===== src/rtl/paged_cache_controller_pkg.sv =====
// Shared widths and FSM encoding for the paged cache controller and its tag store.
package paged_cache_controller_pkg;

  function automatic int unsigned tagSize(int unsigned addressSize, int unsigned sramAddressSize);
    return addressSize - 2 - sramAddressSize;
  endfunction

  function automatic int unsigned pageDataAddressSize(int unsigned sramAddressSize,
                                                      int unsigned pageIndexAddressSize);
    return sramAddressSize - pageIndexAddressSize;
  endfunction

  function automatic int unsigned pageCount(int unsigned pageIndexAddressSize);
    return 32'd1 << pageIndexAddressSize;
  endfunction

  localparam int unsigned TAG_SIZE = tagSize(24, 9);
  localparam int unsigned PAGE_DATA_ADDRESS_SIZE = pageDataAddressSize(9, 4);
  localparam int unsigned PAGE_COUNT = pageCount(4);

  typedef enum logic [2:0] {
    StIdle,
    StScan,
    StFlushStart,
    StFlushRead,
    StFlushWord,
    StLoadStart,
    StLoadWord
  } cacheState_t;

endpackage


===== src/rtl/paged_cache_controller_tag_store.sv =====
// Per-page valid/dirty/tag storage: combinational bus lookup plus a second read port for the FSM page.
module cache_tag_store
  import paged_cache_controller_pkg::*;
#(
  parameter int unsigned TagSize   = 13,
  parameter int unsigned IndexSize = 4
) (
  input  logic                 clk_i,
  input  logic                 rst_ni,
  input  logic [IndexSize-1:0] lookupIndex_i,
  input  logic [TagSize-1:0]   lookupTag_i,
  output logic                 lookupMatch_o,
  output logic                 lookupDirty_o,
  input  logic [IndexSize-1:0] pageIndex_i,
  output logic                 pageDirty_o,
  output logic [TagSize-1:0]   pageTag_o,
  input  logic                 setDirty_i,
  input  logic                 clearDirty_i,
  input  logic                 fill_i,
  input  logic [TagSize-1:0]   fillTag_i,
  input  logic                 invalidateAll_i
);

  localparam int unsigned PageCount = pageCount(IndexSize);

  logic [PageCount-1:0] valid_q;
  logic [PageCount-1:0] dirty_q;
  logic [TagSize-1:0]   tag_q [PageCount];

  always_ff @(posedge clk_i or negedge rst_ni) begin
    if (!rst_ni) begin
      valid_q <= '0;
      dirty_q <= '0;
      for (int i = 0; i < PageCount; i++) tag_q[i] <= '0;
    end else if (invalidateAll_i) begin
      valid_q <= '0;
      dirty_q <= '0;
    end else begin
      if (setDirty_i) dirty_q[lookupIndex_i] <= 1'b1;
      if (clearDirty_i) dirty_q[pageIndex_i] <= 1'b0;
      if (fill_i) begin
        tag_q[pageIndex_i]   <= fillTag_i;
        valid_q[pageIndex_i] <= 1'b1;
        dirty_q[pageIndex_i] <= 1'b0;
      end
    end
  end

  assign lookupMatch_o = valid_q[lookupIndex_i] && (tag_q[lookupIndex_i] == lookupTag_i);
  assign lookupDirty_o = valid_q[lookupIndex_i] && dirty_q[lookupIndex_i];
  assign pageDirty_o   = valid_q[pageIndex_i] && dirty_q[pageIndex_i];
  assign pageTag_o     = tag_q[pageIndex_i];

endmodule


===== src/rtl/paged_cache_controller.sv =====
// Direct-mapped paged cache in front of a QSPI word-stream device, with write-back eviction,
// flush-all scan, invalidate-all and a miss counter.
module paged_cache_controller
  import paged_cache_controller_pkg::*;
#(
  parameter int unsigned ADDRESS_SIZE            = 24,
  parameter int unsigned SRAM_ADDRESS_SIZE       = 9,
  parameter int unsigned PAGE_INDEX_ADDRESS_SIZE = 4,
  parameter int unsigned WRITE_BACK              = 1,
  parameter int unsigned MISS_COUNT_SIZE         = 16
) (
  input  logic                         wb_clk_i,
  input  logic                         wb_rst_i,
  input  logic                         bus_enable,
  input  logic                         bus_write_enable,
  input  logic [ADDRESS_SIZE-1:0]      bus_address,
  output logic                         bus_ready,
  output logic                         bus_error,
  output logic [SRAM_ADDRESS_SIZE-1:0] bus_physical_address,
  input  logic                         flush_all,
  input  logic                         invalidate_all,
  output logic                         busy,
  output logic [MISS_COUNT_SIZE-1:0]   miss_count,
  input  logic                         mem_initialised,
  input  logic                         mem_busy,
  input  logic                         mem_word_complete,
  output logic [ADDRESS_SIZE-1:0]      mem_address,
  output logic                         mem_change_address,
  output logic                         mem_request_data,
  output logic                         mem_store_data,
  output logic                         sram_enable,
  output logic                         sram_write_enable,
  output logic [SRAM_ADDRESS_SIZE-1:0] sram_address
);

  localparam int unsigned TagSize      = tagSize(ADDRESS_SIZE, SRAM_ADDRESS_SIZE);
  localparam int unsigned PageDataSize = pageDataAddressSize(SRAM_ADDRESS_SIZE,
                                                             PAGE_INDEX_ADDRESS_SIZE);
  localparam int unsigned IndexSize    = PAGE_INDEX_ADDRESS_SIZE;

  cacheState_t state_q, state_d;
  logic [IndexSize-1:0]       pageIndex_q, pageIndex_d;
  logic [TagSize-1:0]         newTag_q, newTag_d;
  logic [PageDataSize-1:0]    wordCount_q, wordCount_d;
  logic                       flushPending_q, flushPending_d;
  logic                       invalidatePending_q, invalidatePending_d;
  logic                       scanMode_q, scanMode_d;
  logic [MISS_COUNT_SIZE-1:0] missCount_q, missCount_d;

  logic [TagSize-1:0]   busTag, pageTag;
  logic [IndexSize-1:0] busIndex;
  logic lookupMatch, lookupDirty, pageDirty;
  logic setDirty, clearDirty, fill, invalidate;
  logic flushReq, invalidateReq, rejectWrite, hitNow, memReady, lastWord;
  logic unusedByteOffset;

  assign busTag               = bus_address[ADDRESS_SIZE-1 -: TagSize];
  assign busIndex             = bus_address[SRAM_ADDRESS_SIZE+1 -: IndexSize];
  assign bus_physical_address = bus_address[SRAM_ADDRESS_SIZE+1:2];
  assign unusedByteOffset     = ^bus_address[1:0];

  // A flush/invalidate pulse arriving this cycle blocks hits just like a latched one.
  assign flushReq      = flushPending_q | flush_all;
  assign invalidateReq = invalidatePending_q | invalidate_all;
  assign rejectWrite   = bus_write_enable && (WRITE_BACK == 0);
  assign hitNow        = (state_q == StIdle) && !flushReq && !invalidateReq && lookupMatch;
  assign memReady      = mem_initialised && !mem_busy;
  assign lastWord      = (wordCount_q == '1);

  assign bus_ready  = bus_enable && !rejectWrite && hitNow;
  assign bus_error  = bus_enable && rejectWrite;
  assign busy       = (state_q != StIdle) || flushPending_q || invalidatePending_q;
  assign miss_count = missCount_q;

  cache_tag_store #(
    .TagSize  (TagSize),
    .IndexSize(IndexSize)
  ) u_tagStore (
    .clk_i          (wb_clk_i),
    .rst_ni         (wb_rst_i),
    .lookupIndex_i  (busIndex),
    .lookupTag_i    (busTag),
    .lookupMatch_o  (lookupMatch),
    .lookupDirty_o  (lookupDirty),
    .pageIndex_i    (pageIndex_q),
    .pageDirty_o    (pageDirty),
    .pageTag_o      (pageTag),
    .setDirty_i     (setDirty),
    .clearDirty_i   (clearDirty),
    .fill_i         (fill),
    .fillTag_i      (newTag_q),
    .invalidateAll_i(invalidate)
  );

  always_ff @(posedge wb_clk_i or negedge wb_rst_i) begin
    if (!wb_rst_i) begin
      state_q             <= StIdle;
      pageIndex_q         <= '0;
      newTag_q            <= '0;
      wordCount_q         <= '0;
      flushPending_q      <= 1'b0;
      invalidatePending_q <= 1'b0;
      scanMode_q          <= 1'b0;
      missCount_q         <= '0;
    end else begin
      state_q             <= state_d;
      pageIndex_q         <= pageIndex_d;
      newTag_q            <= newTag_d;
      wordCount_q         <= wordCount_d;
      flushPending_q      <= flushPending_d;
      invalidatePending_q <= invalidatePending_d;
      scanMode_q          <= scanMode_d;
      missCount_q         <= missCount_d;
    end
  end

  always_comb begin
    state_d             = state_q;
    pageIndex_d         = pageIndex_q;
    newTag_d            = newTag_q;
    wordCount_d         = wordCount_q;
    flushPending_d      = flushReq;
    invalidatePending_d = invalidateReq;
    scanMode_d          = scanMode_q;
    missCount_d         = missCount_q;
    unique case (state_q)
      StIdle: begin
        if (flushReq) begin
          state_d        = StScan;
          pageIndex_d    = '0;
          scanMode_d     = 1'b1;
          flushPending_d = 1'b0;
        end else if (invalidateReq) begin
          invalidatePending_d = 1'b0;
        end else if (bus_enable && !rejectWrite && !lookupMatch) begin
          pageIndex_d = busIndex;
          newTag_d    = busTag;
          missCount_d = missCount_q + 1'b1;
          scanMode_d  = 1'b0;
          state_d     = lookupDirty ? StFlushStart : StLoadStart;
        end
      end
      StScan: begin
        if (pageDirty) state_d = StFlushStart;
        else if (pageIndex_q == '1) state_d = StIdle;
        else pageIndex_d = pageIndex_q + 1'b1;
      end
      StFlushStart: begin
        if (memReady) begin
          wordCount_d = '0;
          state_d     = StFlushRead;
        end
      end
      StFlushRead: state_d = StFlushWord;
      StFlushWord: begin
        if (mem_word_complete) begin
          wordCount_d = wordCount_q + 1'b1;
          // The scan revisits the just-cleaned page and moves on from there.
          if (lastWord) state_d = scanMode_q ? StScan : StLoadStart;
          else state_d = StFlushRead;
        end
      end
      StLoadStart: begin
        if (memReady) begin
          wordCount_d = '0;
          state_d     = StLoadWord;
        end
      end
      StLoadWord: begin
        if (mem_word_complete) begin
          wordCount_d = wordCount_q + 1'b1;
          if (lastWord) state_d = StIdle;
        end
      end
      default: state_d = StIdle;
    endcase
  end

  always_comb begin
    mem_address        = '0;
    mem_change_address = 1'b0;
    mem_request_data   = 1'b0;
    mem_store_data     = 1'b0;
    sram_enable        = 1'b0;
    sram_write_enable  = 1'b0;
    sram_address       = '0;
    setDirty           = 1'b0;
    clearDirty         = 1'b0;
    fill               = 1'b0;
    invalidate         = 1'b0;
    unique case (state_q)
      StIdle: begin
        setDirty   = bus_enable && bus_write_enable && hitNow && (WRITE_BACK != 0);
        invalidate = !flushReq && invalidateReq;
      end
      StFlushStart: begin
        mem_address        = {pageTag, pageIndex_q, {(PageDataSize + 2){1'b0}}};
        mem_change_address = memReady;
      end
      StFlushRead: begin
        sram_enable  = 1'b1;
        sram_address = {pageIndex_q, wordCount_q};
      end
      StFlushWord: begin
        sram_enable    = 1'b1;
        sram_address   = {pageIndex_q, wordCount_q};
        mem_store_data = 1'b1;
        clearDirty     = mem_word_complete && lastWord;
      end
      StLoadStart: begin
        mem_address        = {newTag_q, pageIndex_q, {(PageDataSize + 2){1'b0}}};
        mem_change_address = memReady;
      end
      StLoadWord: begin
        mem_request_data  = 1'b1;
        sram_enable       = mem_word_complete;
        sram_write_enable = mem_word_complete;
        sram_address      = {pageIndex_q, wordCount_q};
        fill              = mem_word_complete && lastWord;
      end
      default: ;
    endcase
  end

endmodule


===== config.mk =====
export PLATFORM = sky130hd
export DESIGN_NAME = paged_cache_controller
export DESIGN_NICKNAME = d
export VERILOG_FILES = /design/src/rtl/paged_cache_controller_pkg.sv /design/src/rtl/paged_cache_controller_tag_store.sv /design/src/rtl/paged_cache_controller.sv
export SDC_FILE = /design/constraint.sdc
export NUM_CORES = 1
export LEC_CHECK = 0
export CORE_ASPECT_RATIO = 0.7
export CORE_MARGIN = 2
export CORE_UTILIZATION = 28
export CTS_BUF_LIST = sky130_fd_sc_hd__clkbuf_4 sky130_fd_sc_hd__clkbuf_8
export CTS_CLUSTER_DIAMETER = 60
export CTS_CLUSTER_SIZE = 10
export DETAILED_ROUTE_END_ITERATION = 10
export GPL_ROUTABILITY_DRIVEN = 0
export SYNTH_ARGS = -nofsm -noshare
export SYNTH_HDL_FRONTEND = slang
export SYNTH_SLANG_ARGS = --single-unit

===== constraint.sdc =====
create_clock -name wb_clk_i -period 3.9 [get_ports wb_clk_i]
set_clock_uncertainty 0.2 [all_clocks]
set_input_delay 0.78 -clock wb_clk_i [delete_from_list [all_inputs] [get_ports wb_clk_i]]
set_output_delay 0.78 -clock wb_clk_i [all_outputs]
set_load 0.02 [all_outputs]

[After elaboration in Yosys (flattened, before gate mapping)]
Cells that the tools add are included.
Word-level totals
  output and inout port bits: 66
  logic and storage cells: 177
  input port bits: 33
  flip-flop bits (word level): 284
Cells by class
  add/subtract/negate cells: 3
  eq/ne operators: 22
  mux-type cells: 69
  bitwise operators: 12
  order comparisons: 7
  reductions and logical operators: 38
Operator list (number)
  $bwmux 208: 1
  $mux 16: 8
  $bmux 13 s4: 2
  $mux 13: 5
  $demux 13 s4: 1
  $pmux 24 s2: 1
  $mux 3: 13
  $and 16x16->16: 2
  $or 16x16->16: 2
  $pmux 3 s7: 1
  $mux 1: 20
  $mux 4: 5
  $add 16x1->16 const B: 1
  $bmux 1 s4: 4
  $logic_and 1x1->1: 16
  $ne 2x2->1 const B: 8
  $not 16->16: 1
  $eq 13x13->1: 1
  $ge 5x5->1 const B: 2
  $lt 4x5->1 const B: 2
  $mux 5: 2
  $not 4->5: 2
  $pmux 5 s2: 1
  $eq 3x3->1 const B: 3
  29 further kinds: 47

[Longest topological paths before layout]
  depth in word-level cells: 17
  depth in mapped cells: 12
  mapped depth without buffers: 8

[Cells and area by module]
From an unflattened synthesis, not the netlist that was laid out.
Second synthesis, totals
  cells, all modules: 1196
  area total of the unflattened synthesis: 15757.6 µm²
Modules (own cells, without submodules)
  cache_tag_store: sequential area each 6005.8 µm², cells each 941, instances 1, area an instance 13192.7 µm²
  paged_cache_controller: sequential area each 1101.1 µm², cells each 255, instances 1, area an instance 2565.0 µm²

[Least setup slack after synthesis]
Ideal clock, no wire load.
  path kind: register to output
  from: register pageIndex_q[0]
  to: output mem_address[18]
  cell stages (with the launch flop): 8
  path slack: 0.028 ns
  required time: 2.920 ns
  arrival time: 2.892 ns
  path buffers: 3
  cell sequence: dfrtp_1 clkbuf_1 clkbuf_1 buf_1 mux4_2 mux4_2 inv_1 o21ai_0
Between the ends
  longest elaborated chain between the ends: 5
Ends and longest elaborated chain
  start: declaration: RTL line paged_cache_controller.sv:42  | logic [IndexSize-1:0] pageIndex_q, pageIndex_d;
  start signal: assignment: RTL line paged_cache_controller.sv:107  | pageIndex_q <= pageIndex_d;
  $not 4->5 (not written as such): RTL line paged_cache_controller_tag_store.sv:52  | assign pageTag_o = tag_q[pageIndex_i];
  $bmux 13 s4: RTL line paged_cache_controller_tag_store.sv:52
  $mux 13 (not written as such) (2 in a row): RTL line paged_cache_controller_tag_store.sv:52
  $pmux 24 s2: RTL line paged_cache_controller.sv:191  | unique case (state_q)
  end: declaration: RTL line paged_cache_controller.sv:27  | output logic [ADDRESS_SIZE-1:0] mem_address,
No other way between the ends. The select of a mux whose other input is x is not followed.

[Worst setup path in the final report]
  from: input bus_address[7]
  to: output bus_ready
Between the ends
  longest elaborated chain between the ends: 8
  elaborated cells on any way between the ends: 10
  those cells by class: eq/ne: 1; mux: 5; bitwise: 1; reduce/logical: 3
Ends and longest elaborated chain
  start: declaration: RTL line paged_cache_controller.sv:16  | input logic [ADDRESS_SIZE-1:0] bus_address,
  $not 4->5 (not written as such): RTL line paged_cache_controller_tag_store.sv:49  | assign lookupMatch_o = valid_q[lookupIndex_i] && (tag_q[lookupIndex_i] == lookupTag_i);
  $bmux 13 s4: RTL line paged_cache_controller_tag_store.sv:49
  $mux 13 (not written as such) (2 in a row): RTL line paged_cache_controller_tag_store.sv:49
  $eq 13x13->1: RTL line paged_cache_controller_tag_store.sv:49
  $logic_and 1x1->1 *: RTL line paged_cache_controller_tag_store.sv:49
  $logic_and 1x1->1 *: RTL line paged_cache_controller.sv:66  | assign hitNow = (state_q == StIdle) && !flushReq && !invalidateReq && lookupMatch;
  $logic_and 1x1->1 *: RTL line paged_cache_controller.sv:70  | assign bus_ready = bus_enable && !rejectWrite && hitNow;
  end: declaration: RTL line paged_cache_controller.sv:17  | output logic bus_ready,
Mark *: on every way between the ends. The rest lies on a longest branch, timed or not. The select of a mux whose other input is x is not followed.

==> flow_metrics.tcl <==
set metrics [dict create \
    outcome "finished with violations" \
    failed_checks "negative setup slack" \
    nets 1404 \
    critPathMaxStageDelay_ns 0.47 \
    mappedNetlistArea_mm2 0.0157 \
    gr-usage-all-layers_pct 16.7 \
    synth.top_cell.area_share_pct 45.3 \
    count_of_maximum_capacitance_violations 0 \
    clockRootBuffer "sky130_fd_sc_hd__clkbuf_8" \
    synth_most_common_cell "sky130_fd_sc_hd__dfrtp_1" \
    clk_path_buf_depth 3 \
    leakagePower_uw 0.00853 \
    seq_cells_post_synth 284 \
    power.ir.vdd_worst_v 0.000161 \
    tritoncts.num_buffers 36 \
    routed_via_density 5.30 \
    unrepaired_setup_endpoints_after_global_routing "true" \
    cts-hold-fix-buffers 0 \
    synthCells 1204 \
    place_area_mm2 0.0181 \
    power_per_cell_area_mw_per_mm2 398 \
    utilization_pct 34.5 \
    synthesis.yosys.warnings 0 \
    critPathSlowestCell "sky130_fd_sc_hd__mux4_2" \
    placementRows 72 \
    pre_cts_ws_ns -0.650 \
    final_layout_size_suffix_gt1_share_pct 41.7 \
    worst_setup_hold_path_clk_slew_ns 0.08 \
    synthArstFlopShare_pct 100 \
    global_route_wire_length_before_repair_um 73500 \
    total_power_of_the_final_layout_uw 7590 \
    synth_cell_type_count 58 \
    path_cells "buf_16 -> buf_12 -> mux4_2 -> a22o_1 -> a221oi_2 -> buf_4 -> xor2_4 -> o2111ai_2 -> nor2_1 -> and4_4 -> buf_6" \
    drt-wirelength-per-cell_um 23.2 \
    worst-endpoint-required_ns 2.92 \
    hold_slack_ns 0.0704 \
    synth-edff-count 0 \
    multi_input_area_mm2 0.00807 \
    filler_cell_count 5409 \
    die_h_um 202 \
    drt-pass1-iter-count 7 \
    arrival_ns 3.05 \
    timing.max_slew.rel_slack_pct 37.0 \
    final_setup_violation_count 1 \
    vias 11200 \
    post-route-min-period_ns 4.03 \
    grt-ovfl-total 0 \
    synth_seq_area_share_pct 45.3 \
    final_critical_path_setup_slack_ns -0.133 \
    synth_area_per_cell_um2 13.0 \
    critical_path.endpoint_type "output pin" \
    drtIter0Drc 992 \
    timing.final.hold_violations 0 \
    syn_to_final_growth_pct 21.6 \
    total_drc_errors_in_the_routed_layout 0 \
    critical_path.top_delay_family "compound AO/OA/AOI/OAI gates" \
    initial_antenna_violation_count 2 \
    first_global_vias 11400 \
    die-width_um 287 \
    clock_tree.htree_level_count 2 \
    antenna_left 0 \
    setup.worst_path.class "primary input to output pin" \
    maximum_number_of_pins_on_one_net_before_global_route_repair 104 \
    crit_path_max_fanout 8 \
    top_achievable_clock_speed_mhz 248 \
    clkLatencyLatePin_ns 0.57 \
    start_util_pct 28.4 \
    core_area_mm2 0.0553 \
    cts_tree "built" \
    design.portCount 99 \
    worst_hold_path_type "primary input to asynchronous set/reset pin" \
    number_of_diodes 0 \
    cts_num_sinks 284 \
    place.port_buffers 78 \
    final_design_area_no_fill_mm2 0.0191 \
    cp.buffers_inverters 4 \
    finalCritPeriodShare_pct 103 \
    yosys-top-cells-area "sky130_fd_sc_hd__dfrtp_1 (45%), sky130_fd_sc_hd__mux4_2 (17%), sky130_fd_sc_hd__mux2_2 (15%), sky130_fd_sc_hd__nand2_1 (1.9%), sky130_fd_sc_hd__mux2i_1 (1.8%)" \
    die_area_mm2 0.0580 \
    synth_top_flop_cell "sky130_fd_sc_hd__dfrtp_1" \
    detailedPlacementHpwl_um 32700 \
    ff_latch_area_mm2 0.00711 \
    max_slew_violation_count 0 \
    synth.top_cells.by_count "sky130_fd_sc_hd__dfrtp_1 (284), sky130_fd_sc_hd__mux2_2 (215), sky130_fd_sc_hd__mux4_2 (120), sky130_fd_sc_hd__nand2_1 (80), sky130_fd_sc_hd__clkbuf_1 (55)" \
    routed_wl_um 49000 \
    yosysTopAreaCell "sky130_fd_sc_hd__dfrtp_1" \
    worstSetupStartpointType "primary input" \
    worst_pin_slew_ns 0.945 \
]
## layer usage
metal,vias to the layer above,wire (um),track usage (%)
li1,4822,-,-
met1,5855,21900,23.9
met2,420,22300,25.5
met3,88,3560,3.74
met4,4,1190,4.59
met5,-,23,0
## cell type report
class | count | area share (%)
Multi-Input combinational cell | 788 | 42.3
Timing Repair Buffer | 217 | 11.7
Clock buffer | 42 | 2.96
Clock inverter | 4 | 0.184
Inverter | 37 | 0.728
Tap cell | 740 | 4.85
Sequential cell | 284 | 37.3
## sequential cells by signal, indices dropped and copies added, names as in the netlist
name / cells
newTag_q: 13
u_tagStore.valid_q: 16
invalidatePending_q: 1
flushPending_q: 1
wordCount_q: 5
u_tagStore.tag_q: 208
miss_count: 16
u_tagStore.dirty_q: 16
state_q: 3
scanMode_q: 1
pageIndex_q: 4
## through the flow
| step | setup TNS [ns] | instances |
|---|---|---|
| global placement | -16.49 | 2049 |
| global route | -0.217 | 2112 |
| CTS | -0.173 | 2107 |
| floorplan | 0 | 1211 |
| finish | -0.133 | 2112 |
| detailed placement | -21.62 | 2049 |
## final timing paths
| path | startpoint | cells after the start | slack, ns | endpoint |
|---|---|---|---|---|
| min in group wb_clk_i | miss_count[15]$_DFFE_PN0P_ | 1 | 0.28 | miss_count[15]$_DFFE_PN0P_ |
| setup / recovery | bus_address[7] | 11 | -0.13 | bus_ready |
| hold reg to reg | miss_count[15]$_DFFE_PN0P_ | 1 | 0.28 | miss_count[15]$_DFFE_PN0P_ |
| hold / removal | wb_rst_i | 1 | 0.07 | u_tagStore.tag_q[73]$_DFFE_PN0P_ |
| max in group asynchronous | wb_rst_i | 2 | 2.49 | u_tagStore.tag_q[136]$_DFFE_PN0P_ |
| setup reg to reg | u_tagStore.tag_q[24]$_DFFE_PN0P_ | 10 | 0.55 | newTag_q[9]$_DFFE_PN0P_ |
## cell usage in the layout (no fill, tap or decap), types with 8 or more instances in the layout
| cell type | Yosys | final |
|---|---|---|
| sky130_fd_sc_hd__dfrtp_1 | 284 | 281 |
| sky130_fd_sc_hd__mux2_2 | 215 | 215 |
| sky130_fd_sc_hd__mux4_2 | 120 | 120 |
| sky130_fd_sc_hd__buf_4 | 24 | 111 |
| sky130_fd_sc_hd__nand2_1 | 80 | 80 |
| sky130_fd_sc_hd__clkdlybuf4s50_1 | 0 | 59 |
| sky130_fd_sc_hd__clkbuf_8 | 0 | 40 |
| sky130_fd_sc_hd__nand3_1 | 38 | 38 |
| sky130_fd_sc_hd__inv_1 | 36 | 34 |
| sky130_fd_sc_hd__a21oi_1 | 34 | 34 |
| sky130_fd_sc_hd__o21ai_0 | 38 | 32 |
| sky130_fd_sc_hd__mux2i_1 | 28 | 27 |
| sky130_fd_sc_hd__nor2_1 | 24 | 24 |
| sky130_fd_sc_hd__buf_12 | 0 | 21 |
| sky130_fd_sc_hd__xor2_1 | 20 | 19 |
| sky130_fd_sc_hd__nor3_1 | 18 | 17 |
| sky130_fd_sc_hd__nor2b_1 | 17 | 15 |
| sky130_fd_sc_hd__and2_1 | 12 | 12 |
| sky130_fd_sc_hd__a31oi_1 | 11 | 11 |
| sky130_fd_sc_hd__xnor2_1 | 9 | 9 |
| sky130_fd_sc_hd__a22o_1 | 9 | 9 |
| sky130_fd_sc_hd__o221ai_1 | 9 | 9 |
| sky130_fd_sc_hd__mux2_4 | 9 | 9 |
| sky130_fd_sc_hd__buf_2 | 7 | 9 |
| sky130_fd_sc_hd__nand4_1 | 8 | 8 |
| sky130_fd_sc_hd__o211ai_1 | 8 | 8 |
| sky130_fd_sc_hd__conb_1 | 1 | 8 |
## what timing repair did
action	CTS	global route
cloned	4	1
pin swaps	3	3
resized for setup	87	22
setup buffers	8	4
setup endpoints to repair	15	13
## kinds of logic (layout without fill, tap and decap cells)
family / Yosys count / in the layout / synth area share, %
flip-flops: 284 / 284 / 45.3
multiplexers: 372 / 372 / 35.3
AND/OR/NAND/NOR: 230 / 230 / 7.34
other: 1 / 8 / 0.0239
adder cells (fa/ha/maj): 7 / 7 / 0.558
XOR/XNOR: 29 / 29 / 1.62
buffers and inverters: 139 / 300 / 4.00
AO/OA/AOI/OAI: 142 / 142 / 5.88
## report_power, final
part           switching (uW)  internal [uW]  total, uW
clock network            1150            950       2100
logic                    1120            925       2050
registers                 366           3070       3440
total                    2640           4950       7590
No activity file was read; power rests on OpenSTA's default activity.
